[config.mk]
export PLATFORM = sky130hd
export DESIGN_NAME = ex_muldiv_unit
export DESIGN_NICKNAME = d
export VERILOG_FILES = /design/src/rtl/ex_muldiv_unit.sv
export SDC_FILE = /design/constraint.sdc
export NUM_CORES = 1
export LEC_CHECK = 0
export CORE_ASPECT_RATIO = 1.5
export CORE_MARGIN = 2
export CORE_UTILIZATION = 40
export CTS_CLUSTER_DIAMETER = 50
export CTS_CLUSTER_SIZE = 25
export DETAILED_ROUTE_END_ITERATION = 6
export GPL_ROUTABILITY_DRIVEN = 0
export GPL_TIMING_DRIVEN = 0
export PLACE_DENSITY = 0.7
export REMOVE_ABC_BUFFERS = 1
export SYNTH_ARGS = -nofsm -noshare
export SYNTH_HDL_FRONTEND = slang
export SYNTH_SLANG_ARGS = --single-unit
[constraint.sdc]
create_clock -name clk -period 12.4 [get_ports clk]
set_clock_uncertainty 0.2 [all_clocks]
set_input_delay 1.24 -clock clk [delete_from_list [all_inputs] [get_ports clk]]
set_output_delay 1.24 -clock clk [all_outputs]
set_load 0.05 [all_outputs]
[src/rtl/ex_muldiv_unit.sv]
// EX-stage iterative multiply/divide unit with architectural HI/LO registers.
// Multiplies by shift-add and divides by restoring, one bit per cycle, and stalls the pipe while busy.
module ex_muldiv_unit #(
  parameter int DATA_WIDTH = 32
) (
  input  logic                  clk,
  input  logic                  reset,
  input  logic                  inValid,
  input  logic [1:0]            inALUOp,
  input  logic [5:0]            inFunction,
  input  logic [DATA_WIDTH-1:0] inDataRs,
  input  logic [DATA_WIDTH-1:0] inDataRt,
  output logic                  outStall,
  output logic                  outMfValid,
  output logic [DATA_WIDTH-1:0] outMfResult,
  output logic [DATA_WIDTH-1:0] outHi,
  output logic [DATA_WIDTH-1:0] outLo,
  output logic                  outDone
);

  localparam int DW = DATA_WIDTH;
  localparam int CW = $clog2(DW);

  localparam logic [5:0] F_MFHI  = 6'h10;
  localparam logic [5:0] F_MTHI  = 6'h11;
  localparam logic [5:0] F_MFLO  = 6'h12;
  localparam logic [5:0] F_MTLO  = 6'h13;
  localparam logic [5:0] F_MULT  = 6'h18;
  localparam logic [5:0] F_MULTU = 6'h19;
  localparam logic [5:0] F_DIV   = 6'h1A;
  localparam logic [5:0] F_DIVU  = 6'h1B;

  typedef enum logic [2:0] {
    S_IDLE,
    S_MUL,
    S_DIV,
    S_FIX,
    S_DONE
  } state_t;

  state_t state_reg, state_next;

  logic [CW-1:0]   cnt_reg;
  logic [2*DW-1:0] acc_reg;
  logic [DW-1:0]   opnd_reg;
  logic            neg_lo_reg;
  logic            neg_hi_reg;
  logic            is_div_reg;
  logic [DW-1:0]   hi_reg;
  logic [DW-1:0]   lo_reg;

  // Instruction decode
  logic rtype;
  logic op_mult, op_multu, op_div, op_divu;
  logic op_mfhi, op_mflo, op_mthi, op_mtlo;
  logic op_start, op_signed, op_is_div, rt_zero;
  logic rs_neg, rt_neg;
  logic [DW-1:0] rs_abs, rt_abs;

  assign rtype     = inValid && (inALUOp == 2'b10);
  assign op_mult   = rtype && (inFunction == F_MULT);
  assign op_multu  = rtype && (inFunction == F_MULTU);
  assign op_div    = rtype && (inFunction == F_DIV);
  assign op_divu   = rtype && (inFunction == F_DIVU);
  assign op_mfhi   = rtype && (inFunction == F_MFHI);
  assign op_mflo   = rtype && (inFunction == F_MFLO);
  assign op_mthi   = rtype && (inFunction == F_MTHI);
  assign op_mtlo   = rtype && (inFunction == F_MTLO);
  assign op_start  = op_mult || op_multu || op_div || op_divu;
  assign op_signed = op_mult || op_div;
  assign op_is_div = op_div || op_divu;
  assign rt_zero   = (inDataRt == '0);
  assign rs_neg    = op_signed && inDataRs[DW-1];
  assign rt_neg    = op_signed && inDataRt[DW-1];
  assign rs_abs    = rs_neg ? -inDataRs : inDataRs;
  assign rt_abs    = rt_neg ? -inDataRt : inDataRt;

  // Multiply step: acc holds {partial product, remaining multiplier bits}
  logic [DW:0]     mul_sum;
  logic [2*DW-1:0] mul_acc_next;

  assign mul_sum      = {1'b0, acc_reg[2*DW-1:DW]} + (acc_reg[0] ? {1'b0, opnd_reg} : '0);
  assign mul_acc_next = {mul_sum, acc_reg[DW-1:1]};

  // Divide step: acc holds {partial remainder, dividend bits / quotient bits}
  logic [DW:0]     div_shift;
  logic [DW+1:0]   div_diff;
  logic            div_ok;
  logic [2*DW-1:0] div_acc_next;

  assign div_shift    = acc_reg[2*DW-1:DW-1];
  assign div_diff     = {1'b0, div_shift} - {2'b00, opnd_reg};
  assign div_ok       = !div_diff[DW+1];
  assign div_acc_next = div_ok ? {div_diff[DW-1:0], acc_reg[DW-2:0], 1'b1}
                               : {div_shift[DW-1:0], acc_reg[DW-2:0], 1'b0};

  // Sign fix-up; the divide-by-zero path clears both negate flags so its raw values pass through
  logic [2*DW-1:0] prod_neg;
  logic [DW-1:0]   fix_hi, fix_lo;

  assign prod_neg = -acc_reg;

  always_comb begin
    fix_hi = acc_reg[2*DW-1:DW];
    fix_lo = acc_reg[DW-1:0];
    if (is_div_reg) begin
      if (neg_hi_reg) fix_hi = -acc_reg[2*DW-1:DW];
      if (neg_lo_reg) fix_lo = -acc_reg[DW-1:0];
    end else if (neg_lo_reg) begin
      fix_hi = prod_neg[2*DW-1:DW];
      fix_lo = prod_neg[DW-1:0];
    end
  end

  always_ff @(posedge clk or posedge reset) begin
    if (reset) state_reg <= S_IDLE;
    else       state_reg <= state_next;
  end

  // Outputs are gated by reset so an abort takes effect before the next edge
  always_comb begin
    state_next  = state_reg;
    outStall    = 1'b0;
    outDone     = 1'b0;
    outMfValid  = 1'b0;
    outMfResult = '0;
    if (!reset) begin
      case (state_reg)
        S_IDLE: begin
          if (op_start) begin
            outStall = 1'b1;
            if (op_is_div && rt_zero) state_next = S_FIX;
            else if (op_is_div)       state_next = S_DIV;
            else                      state_next = S_MUL;
          end else if (op_mfhi) begin
            outMfValid  = 1'b1;
            outMfResult = hi_reg;
          end else if (op_mflo) begin
            outMfValid  = 1'b1;
            outMfResult = lo_reg;
          end
        end
        S_MUL, S_DIV: begin
          outStall = 1'b1;
          if (cnt_reg == CW'(DW - 1)) state_next = S_FIX;
        end
        S_FIX: begin
          outStall   = 1'b1;
          state_next = S_DONE;
        end
        S_DONE: begin
          outDone    = 1'b1;
          state_next = S_IDLE;
        end
        default: state_next = S_IDLE;
      endcase
    end
  end

  always_ff @(posedge clk or posedge reset) begin
    if (reset) begin
      cnt_reg    <= '0;
      acc_reg    <= '0;
      opnd_reg   <= '0;
      neg_lo_reg <= 1'b0;
      neg_hi_reg <= 1'b0;
      is_div_reg <= 1'b0;
      hi_reg     <= '0;
      lo_reg     <= '0;
    end else begin
      case (state_reg)
        S_IDLE: begin
          if (op_start) begin
            cnt_reg    <= '0;
            is_div_reg <= op_is_div;
            if (op_is_div && rt_zero) begin
              acc_reg    <= {inDataRs, {DW{1'b1}}};
              neg_lo_reg <= 1'b0;
              neg_hi_reg <= 1'b0;
            end else if (op_is_div) begin
              acc_reg    <= {{DW{1'b0}}, rs_abs};
              opnd_reg   <= rt_abs;
              neg_lo_reg <= rs_neg ^ rt_neg;
              neg_hi_reg <= rs_neg;
            end else begin
              acc_reg    <= {{DW{1'b0}}, rt_abs};
              opnd_reg   <= rs_abs;
              neg_lo_reg <= rs_neg ^ rt_neg;
              neg_hi_reg <= 1'b0;
            end
          end else if (op_mthi) begin
            hi_reg <= inDataRs;
          end else if (op_mtlo) begin
            lo_reg <= inDataRs;
          end
        end
        S_MUL: begin
          acc_reg <= mul_acc_next;
          cnt_reg <= cnt_reg + CW'(1);
        end
        S_DIV: begin
          acc_reg <= div_acc_next;
          cnt_reg <= cnt_reg + CW'(1);
        end
        S_FIX: begin
          hi_reg <= fix_hi;
          lo_reg <= fix_lo;
        end
        default: ;
      endcase
    end
  end

  assign outHi = hi_reg;
  assign outLo = lo_reg;

endmodule
==> Yosys cells after proc, flatten, opt, wreduce, memory -nomap -nowiden <==
Cells that the tools add are included.
W data, S select, Z words.
{ "word_totals": {"register_bits": 171, "latch_bits": 0, "ramBits": 0, "mem_bits_ro": 0, "inputBits": 75, "out_inout_bits": 99, "word_cells": 118, "memories": 0} }
{ "op_classes": {"n_addsub": 8, "multipliers": 0, "div": 0, "order_cmp": 0, "eq_ne": 20, "shifts": 0, "muxes": 47, "bitwise_logic": 3, "n_reduce_logical": 31} }
{ "op_table": {"columns": ["cell", "n"], "rows": [
  ["$mux W32", 21],
  ["$mux W64", 3],
  ["$pmux W64 S3", 1],
  ["$neg A32 Y32", 4],
  ["$pmux W32 S2", 2],
  ["$neg A64 Y64", 1],
  ["$eq A6 B5 Y1 const B", 8],
  ["$sub A33 B32 Y34", 1],
  ["$add A32 B32 Y33", 1],
  ["$logic_not A32 Y1", 1],
  ["$logic_and A1 B1 Y1", 12],
  ["$mux W1", 12],
  ["$ne A2 B2 Y1 const B", 5],
  ["$pmux W5 S2", 1],
  ["$pmux W3 S3", 1],
  ["$reduce_and A3 Y1", 3],
  ["$eq A3 B2 Y1 const B", 2],
  ["$mux W3", 2],
  ["$reduce_and A2 Y1", 3],
  ["$add A5 B1 Y5 const B", 1],
  ["$eq A5 B5 Y1 const B", 1],
  ["$logic_or A1 B1 Y1", 5],
  ["$mux W5", 1],
  ["$mux W2", 2],
  ["13 further kinds", 15]
]} }

==> Logic depth before layout (Yosys ltp) <==
Gate-level depths: netlist of run 1.
{ "logic_depth": {"ltp_word": 10, "mapped_depth": 14, "ltp_nobuf": 13} }

==> Worst setup path after synthesis of run 1 <==
No wires, ideal clock.
{ "synth_timing": {"path_kind": "input -> register", "startpoint": "in reset", "endpoint": "reg state_reg[0]", "setup_ps": 83, "t_arrival_ps": 5537, "t_required_ps": 12117, "path_slack_ps": 6580, "stages": 6, "path_buffers": 1, "path_cell_list": "clkbuf_1 -> inv_1 -> a31oi_1 -> nor2_1 -> a21oi_1 -> o21ai_0"} }
{ "synth_via": {"elab_chain_len": 2} }
{ "synth_rtl": {"columns": ["item", "line_no", "source"], "rows": [
  ["start: declaration", "7", "input logic reset,"],
  ["$not A1 Y1 (no source line)", null, null],
  ["$reduce_and A3 Y1 (no source line)", null, null],
  ["end signal: assignment", "117", "else state_reg <= state_next;"],
  ["end: declaration", "41", "state_t state_reg, state_next;"]
]} }
Every way passes these cells.
A chain may end at the register's enable or synchronous reset.

==> Worst setup path in the final report of run 1 <==
{ "layout_timing": {"startpoint": "in inALUOp[1]", "endpoint": "out outMfResult[1]"} }
{ "layout_via": {"elab_chain_len": 9, "word_cells_on_any_way": 16, "cone_classes": "1 x eq/ne; 5 x mux; 10 x reduce/logical"} }
{ "layout_rtl": {"columns": ["item", "line_no", "source"], "rows": [
  ["start: declaration", "9", "input logic [1:0] inALUOp,"],
  ["$eq A2 B2 Y1 (*)", "60", "assign rtype = inValid && (inALUOp == 2'b10);"],
  ["$logic_and A1 B1 Y1 (*)", "60", null],
  ["$logic_and A1 B1 Y1 (on tied branches)", "61, 62", null],
  ["$logic_or A1 B1 Y1 (3 in a row)", "69", "assign op_start = op_mult || op_multu || op_div || op_divu;"],
  ["$mux W32 (*)", "130", "if (op_start) begin"],
  ["$mux W32 (*)", "128", "case (state_reg)"],
  ["$mux W32 (*)", "127", "if (!reset) begin"],
  ["end: declaration", "15", "output logic [DATA_WIDTH-1:0] outMfResult,"]
]} }
Mark *: on every way between the ends. The rest lies on a longest branch, timed or not.

==> impl_results.md, run 1 <==
* # IOs at approximately 170
* Ys flop type: dfrtp_1
* Setup CP Type: input pin to output port
* CORE AREA at 0.03766 mm^2
* Reg2reg start: acc_reg[41]
* # DRC at 0
* Synthesized area at 0.01534 mm^2
* Total GRT Usage at 30.33%
* Outcome: finished clean
* CP arrival at 4.69 ns
* Initial Util at 40.74%
* Number of global-route vias before repair at 15290
* Pint at 0.002026 W
* First-pass DRT Iterations at 7
* Max Cap Violations at 0
* Final Max Slew Viols at 0
* Crit path launch: inALUOp[1]
* Fill cells at 3663
* Worst reg2reg endpoint: acc_reg[0]
* Worst-path clk slew at 0.07 ns
* Die height at 243.9 um
* First-pass GRT wire length at 90980 um
* Total Nets Final at 2201
* Worst Hold Depth at 2
* Num CTS Buffers at 17
* Clk sink count at 171
* Fin crit period at 6.127 ns
* Hold_buf cts at 0
* Worst hold path type: flip-flop to flip-flop
* Maximum vdd drop at 0.0001227 V
* Area growth syn-to-layout at 18.10%
* Sequential fraction of the synthesis area at 27.89%
* Synth warn at 0
* DR vias at between 15000 and 20000
* Setup total negative slack at 0 ns
* Max FFs per register at 64
* Post-route antenna net violation count at 0
* Final setup fails at 0
* Slew margin rel. at 8.955%
* Mean post-synth cell area at 7.753 um^2
* Root Driver: clkbuf_16
* IO Port Bufs at around 170
* Final period util at 49.41%
* Switch share at 51.51%
* Power consumption at 0.004179 W
* Logic gate share of total power at 59.4%
* Max Fclk at 163.2 MHz
* Leading area contributor after synthesis: dfrtp_1
* Power Dens Cells at 230.6 mW/mm^2
* Worst slew pin tran at between 1 and 1.5 ns
* Hold Startpoint: opnd_reg[21]
* Die area at 0.03997 mm^2
* Most frequent cells in the layout: nor2_1, nand2_1, o21ai_0, clkdlybuf4s50_1, dfrtp_1
* Largest net degree at the start of global routing at between 80 and 90
* Crit path capture type: output port
* TritonCTS clock tree: built
* Post-synth ARST share at 100.0%
* Initial antenna violation count at 0
* Worst-skew pair later-pin latency at 0.47 ns
* Highest net fanout along the worst path at 33
* Commonest non-fill, non-tap cell in the layout: nor2_1
* Total congestion overflow at 0
* DP HPWL at 45680 um
* R2R depth at 10
* Vias per cell at 6.299
* Synthesized instance count at 1979
* Critical path capture point: outMfResult[1]
* Hold Violations, Final at 0
* Static leakage at around 7.2 nW
* Sequential share of power at approximately 27%
* Seq cells post-synth at 171
* RSZ-0062 raised after global routing: no
* NetSw at 0.002152 W
* Post-synth EDFFs at 0
* CP required at 10.96 ns
* Distinct cells, synth at 76
* Layout cell share with drive strength beyond 1 at 4.935%
* Iter 0 DRT Violations at 1489
* Die width at 163.9 um
* Clock network power share at 13.3%
* Synth top area share at 27.89%
* PostCTS Resize Cnt at 0
* Max H-tree Level at 4
* DRT Wirelength at 60810 um
* N_diodes at 0
* WL/cell at 23.79 um
* Post-CTS Setup Repair Bufs at 0
* Area contributors post-synth: dfrtp_1, o21ai_0, ha_1, nor2_1, nand2_1
* Placement Rows at between 80 and 90
* R2R setup slack at approximately 7.8 ns
* Crit start category: input pin
* Maximum clock path buffer count at 2
==> power groups by stage <==
stage | logic, W | clock network, W | registers, W
6_report | 0.00248 | 0.000555 | 0.00114
5_1_grt | 0.00267 | 0.000577 | 0.00117
4_1_cts | 0.00243 | 0.000558 | 0.00113
3_5_place_dp | 0.00241 | 0 | 0.00114
3_3_place_gp | 0.00235 | 0 | 0.00113
2_1_floorplan | 0.00143 | 0 | 0.00130
==> worst min path at each step <==
stage	endpoint	slack (ns)
2_1_floorplan	opnd_reg[11]	0.25
3_3_place_gp	opnd_reg[6]	0.27
3_5_place_dp	opnd_reg[21]	0.27
4_1_cts	opnd_reg[22]	0.29
5_1_grt	opnd_reg[22]	0.31
6_report	opnd_reg[21]	0.28
==> stage by stage <==
| step | worst slack [ns] | std cells | util [%] | hold slack [ns] | area (um^2) |
|---|---|---|---|---|---|
| after detailed placement | 6.249 | 2524 | 46.57 | 0.2717 | 17540 |
| after CTS | 6.251 | 2556 | 48.11 | 0.2858 | 18120 |
| after global placement | 3.198 | 2506 | 45.52 | 0.2660 | 17140 |
| after floorplan | 6.296 | 1844 | - | 0.2498 | 14800 |
| final | 6.273 | 2556 | 48.11 | 0.2818 | 18120 |
| after global routing | 6.067 | 2556 | 48.11 | 0.3126 | 18120 |
==> cells in the mapped netlist, types with 22 or more instances <==
cell / n
clkbuf_1: 114
o21ai_0: 185
xor2_1: 85
o31ai_1: 25
nor3_1: 44
ha_1: 70
inv_1: 69
a21o_1: 26
dfrtp_1: 171
a21oi_1: 146
a22oi_1: 26
xnor2_1: 78
a221oi_1: 48
nand2_1: 212
mux2i_1: 63
mux2_2: 22
a31oi_1: 38
nor2_1: 228
nand3_1: 26
==> layout make-up <==
type / count / area [um^2] / area share (%)
well taps: 489 / 611.8 / 3.377
inverters: 69 / 266.5 / 1.471
clock buffers: 23 / 467.9 / 2.583
clock inverters: 9 / 112.6 / 0.6215
repair buffers: 191 / 2048 / 11.30
multi-input cells: 1604 / 10330 / 57.03
flip-flops and latches: 171 / 4279 / 23.62
==> worst max-delay path, cell delays in order <==
cell             delay [ns]
clkdlybuf4s50_1        0.45
nor4bb_1               0.32
and4b_1                0.53
nand2_1                0.88
nor2_1                 0.37
clkdlybuf4s50_1        0.86
==> per-layer routing <==
metal  routed length [um]  vias up  global-route usage, %
li1                     -     7353                      -
met1                20950     7665                  32.85
met2                29280      809                  50.23
met3                 4129      273                  5.822
met4                 6446        0                  25.98
met5                    0        -                      0
==> logic make-up after synthesis <==
logic type / synth area share, %
compound gates: 26.63
simple gates: 19.26
buf+inv: 5.227
flops: 27.89
mux: 5.725
fa+ha+maj: 5.969
xor+xnor: 9.304
(Power assumes the default switching activity.)
==> inputs of run 2 (changes only) <==
Clock period 12.4 ns to 6.4 ns, I/O delays scaled along.
==> results of run 2 <==
The final DEF is identical to that of run 1. Status: finished clean.
Main changes from that run: setup slack after placement 6.249 ns -> 1.449 ns; setup slack after layout 6.273 ns -> 1.473 ns; register-to-register setup slack 7.77 ns -> 1.77 ns; total power 0.004179 W -> 0.008096 W; worst IR drop on VDD 0.0001227 V -> 0.0002378 V
==> inputs of run 3 (changes only) <==
Clock period 6.4 ns to 4.75 ns, I/O delays scaled along.
==> run 3 against run 2 <==
  * Via count grew 0.12%
  * The run now ends with DRC left
  * Sequential cell count is the same
  * Critical path type is now flip-flop to flip-flop
  * Sequential power grew 35%
  * Power grew 35%
  * Register-to-register slack lost 1.6 ns
  * Critical path depth grew 4
  * First-iteration DRC count shrank 0.47%
  * Worst setup slack lost 1.3 ns
  * Die area is the same
  * Critical endpoint is now acc_reg[0]
  * Largest power group unchanged
  * Routed wire length is essentially flat
  * Utilization is essentially flat
  * Hold slack is essentially flat
==> impl_results.md, run 3 (same netlist as run 1, synthesis figures left out) <==
* Total congestion overflow at 0 (unchanged)
* Max FFs per register at 64 (unchanged)
* Clk sink count at 171 (unchanged)
* Initial antenna violation count at 0 (unchanged)
* RSZ-0062 raised after global routing: no
* Static leakage at 7.237 nW (about the same)
* Final period util at 97.18%
* Die width at 163.9 um (unchanged)
* DRT Wirelength at 60780 um (about the same)
* CORE AREA at 0.03766 mm^2 (unchanged)
* Total GRT Usage at 30.33% (unchanged)
* Commonest non-fill, non-tap cell in the layout: nor2_1
* Sequential cell area at 0.004279 mm^2 (unchanged)
* DP HPWL at 45680 um (unchanged)
* Hold Violations, Final at 0 (unchanged)
* Crit start category: flip-flop
* Worst-path clk slew at 0.07 ns (about the same)
* Outcome: complete, but fails checks
* Initial Util at 40.74% (unchanged)
* Worst slew pin tran at 1.300 ns (-0.06269 ns)
* Die area at 0.03997 mm^2 (unchanged)
* Highest net fanout along the worst path at 10 (-70%)
* Maximum clock path buffer count at 2 (unchanged)
* Failing checks: DRC
* Max Cap Violations at 0 (unchanged)
* Vias per cell at 6.307 (+0.12%)
* Slew margin rel. at 13.35% (+4.4 points)
* Most frequent cells in the layout: nor2_1, nand2_1, o21ai_0, clkdlybuf4s50_1, dfrtp_1
* Fill cells at 3662 (-0.027%)
* # IOs at 174 (unchanged)
* Layout cell share with drive strength beyond 1 at 5.031% (+0.097 points)
* TritonCTS clock tree: built
* CP required at 4.87 ns
* Final Max Slew Viols at 0 (unchanged)
* Die height at 243.9 um (unchanged)
* Post-CTS Setup Repair Bufs at 0 (unchanged)
* Finished Core Util at 48.13% (about the same)
* Area growth syn-to-layout at 18.14% (about the same)
* Fin crit period at 4.616 ns
* Largest net degree at the start of global routing at 89 (unchanged)
* N_diodes at 0 (unchanged)
* IO Port Bufs at 173 (unchanged)
* WL/cell at 23.78 um (about the same)
* Iter 0 DRT Violations at 1482 (-0.47%)
* Number of global-route vias before repair at 15290 (unchanged)
* Root Driver: clkbuf_16
* Placement Cell Area at 0.01754 mm^2 (unchanged)
* First-pass DRT Iterations at 7 (unchanged)
* Final instance area at 0.01813 mm^2 (about the same)
* Post-route antenna net violation count at 0 (unchanged)
* Worst hold path type: flip-flop to flip-flop
* Num CTS Buffers at 17 (unchanged)
* Final setup fails at 0 (unchanged)
* Max H-tree Level at 4 (unchanged)
* First-pass GRT wire length at 90980 um (unchanged)
* Max Fclk at 216.6 MHz
* Crit path capture type: flip-flop
* Maximum vdd drop at 0.0003202 V
* DR vias at 16120 (+0.12%)
* Placement Rows at 87 (unchanged)
* Worst-skew pair later-pin latency at 0.47 ns (about the same)
* # DRC at 13 (+13)
* CP arrival at 4.73 ns
* Area occupied by multi-input gates at 0.01034 mm^2 (about the same)
* Total Nets Final at 2201 (unchanged)
* Power Dens Cells at 602.0 mW/mm^2
* Setup CP Type: flip-flop to flip-flop
==> run 3: cell count changes in the layout (fill, tap and decap cells not counted), sizes merged <==
cell	previous run	this run
inv	70	69
clkinvlp	4	5
==> run 3: final timing paths <==
path	from	end	slack (ns)	depth (start not counted)
max	acc_reg[41]	acc_reg[0]	0.13	10
min	opnd_reg[21]	opnd_reg[21]	0.28	2
max reg2reg	acc_reg[41]	acc_reg[0]	0.13	10
min reg2reg	opnd_reg[21]	opnd_reg[21]	0.28	2
max in group asynchronous	reset	outLo[24]	2.95	3
min in group asynchronous	reset	state_reg[2]	0.48	2
==> run 3: cell type report <==
cell class                      instances  share of cell area (%)
Timing Repair Buffer                  191                   11.30
Inverter                               69                   1.491
Clock inverter                          9                  0.6212
Clock buffer                           23                   2.582
Sequential cell                       171                   23.61
Tap cell                              489                   3.375
Multi-Input combinational cell       1604                   57.02
==> run 3: what timing repair did <==
item,CTS,global route
endpoints found under the setup margin,0,34
gates resized for setup,0,2
hold endpoints to repair,0,0
hold buffers,0,0
==> run 3: through the flow <==
step	setup slack, ns	setup TNS (ns)	power, W	std cells	hold slack (ns)
final	0.1340	0	0.01091	2556	0.2821
after floorplan	-0.5894	-103.67	0.007120	1844	0.2498
after global routing	0.07212	0	0.01153	2556	0.3126
after global placement	-3.687	-954.70	0.009089	2506	0.2660
after CTS	0.03292	0	0.01075	2556	0.2858
after detailed placement	0.1286	0	0.009274	2524	0.2717
==> run 3: critical path: stages (launching register included) <==
cell       delay [ns]
dfrtp_1          0.53
ha_1             0.45
a21o_1           0.24
a31oi_1          0.23
nor3_1           0.07
nor3_1           0.62
a21oi_1          0.24
a21boi_0         0.79
nor2_1           0.55
a2111oi_0        0.46
a21oi_1          0.08
==> run 3: report_power, final <==
part / internal (W) / leakage [nW] / switching (W)
registers: 0.00202 / 2.12 / 0.000961
clock network: 0.000804 / 0.270 / 0.000645
logic: 0.00247 / 4.85 / 0.00402
total: 0.00529 / 7.24 / 0.00562
==> run 3: per-layer routing <==
metal,vias to the layer above,routed length (um),track usage (%)
li1,7356,-,-
met2,807,29310,50.23
met5,-,0,0
met1,7691,20910,32.85
met3,266,4176,5.822
met4,0,6385,25.98
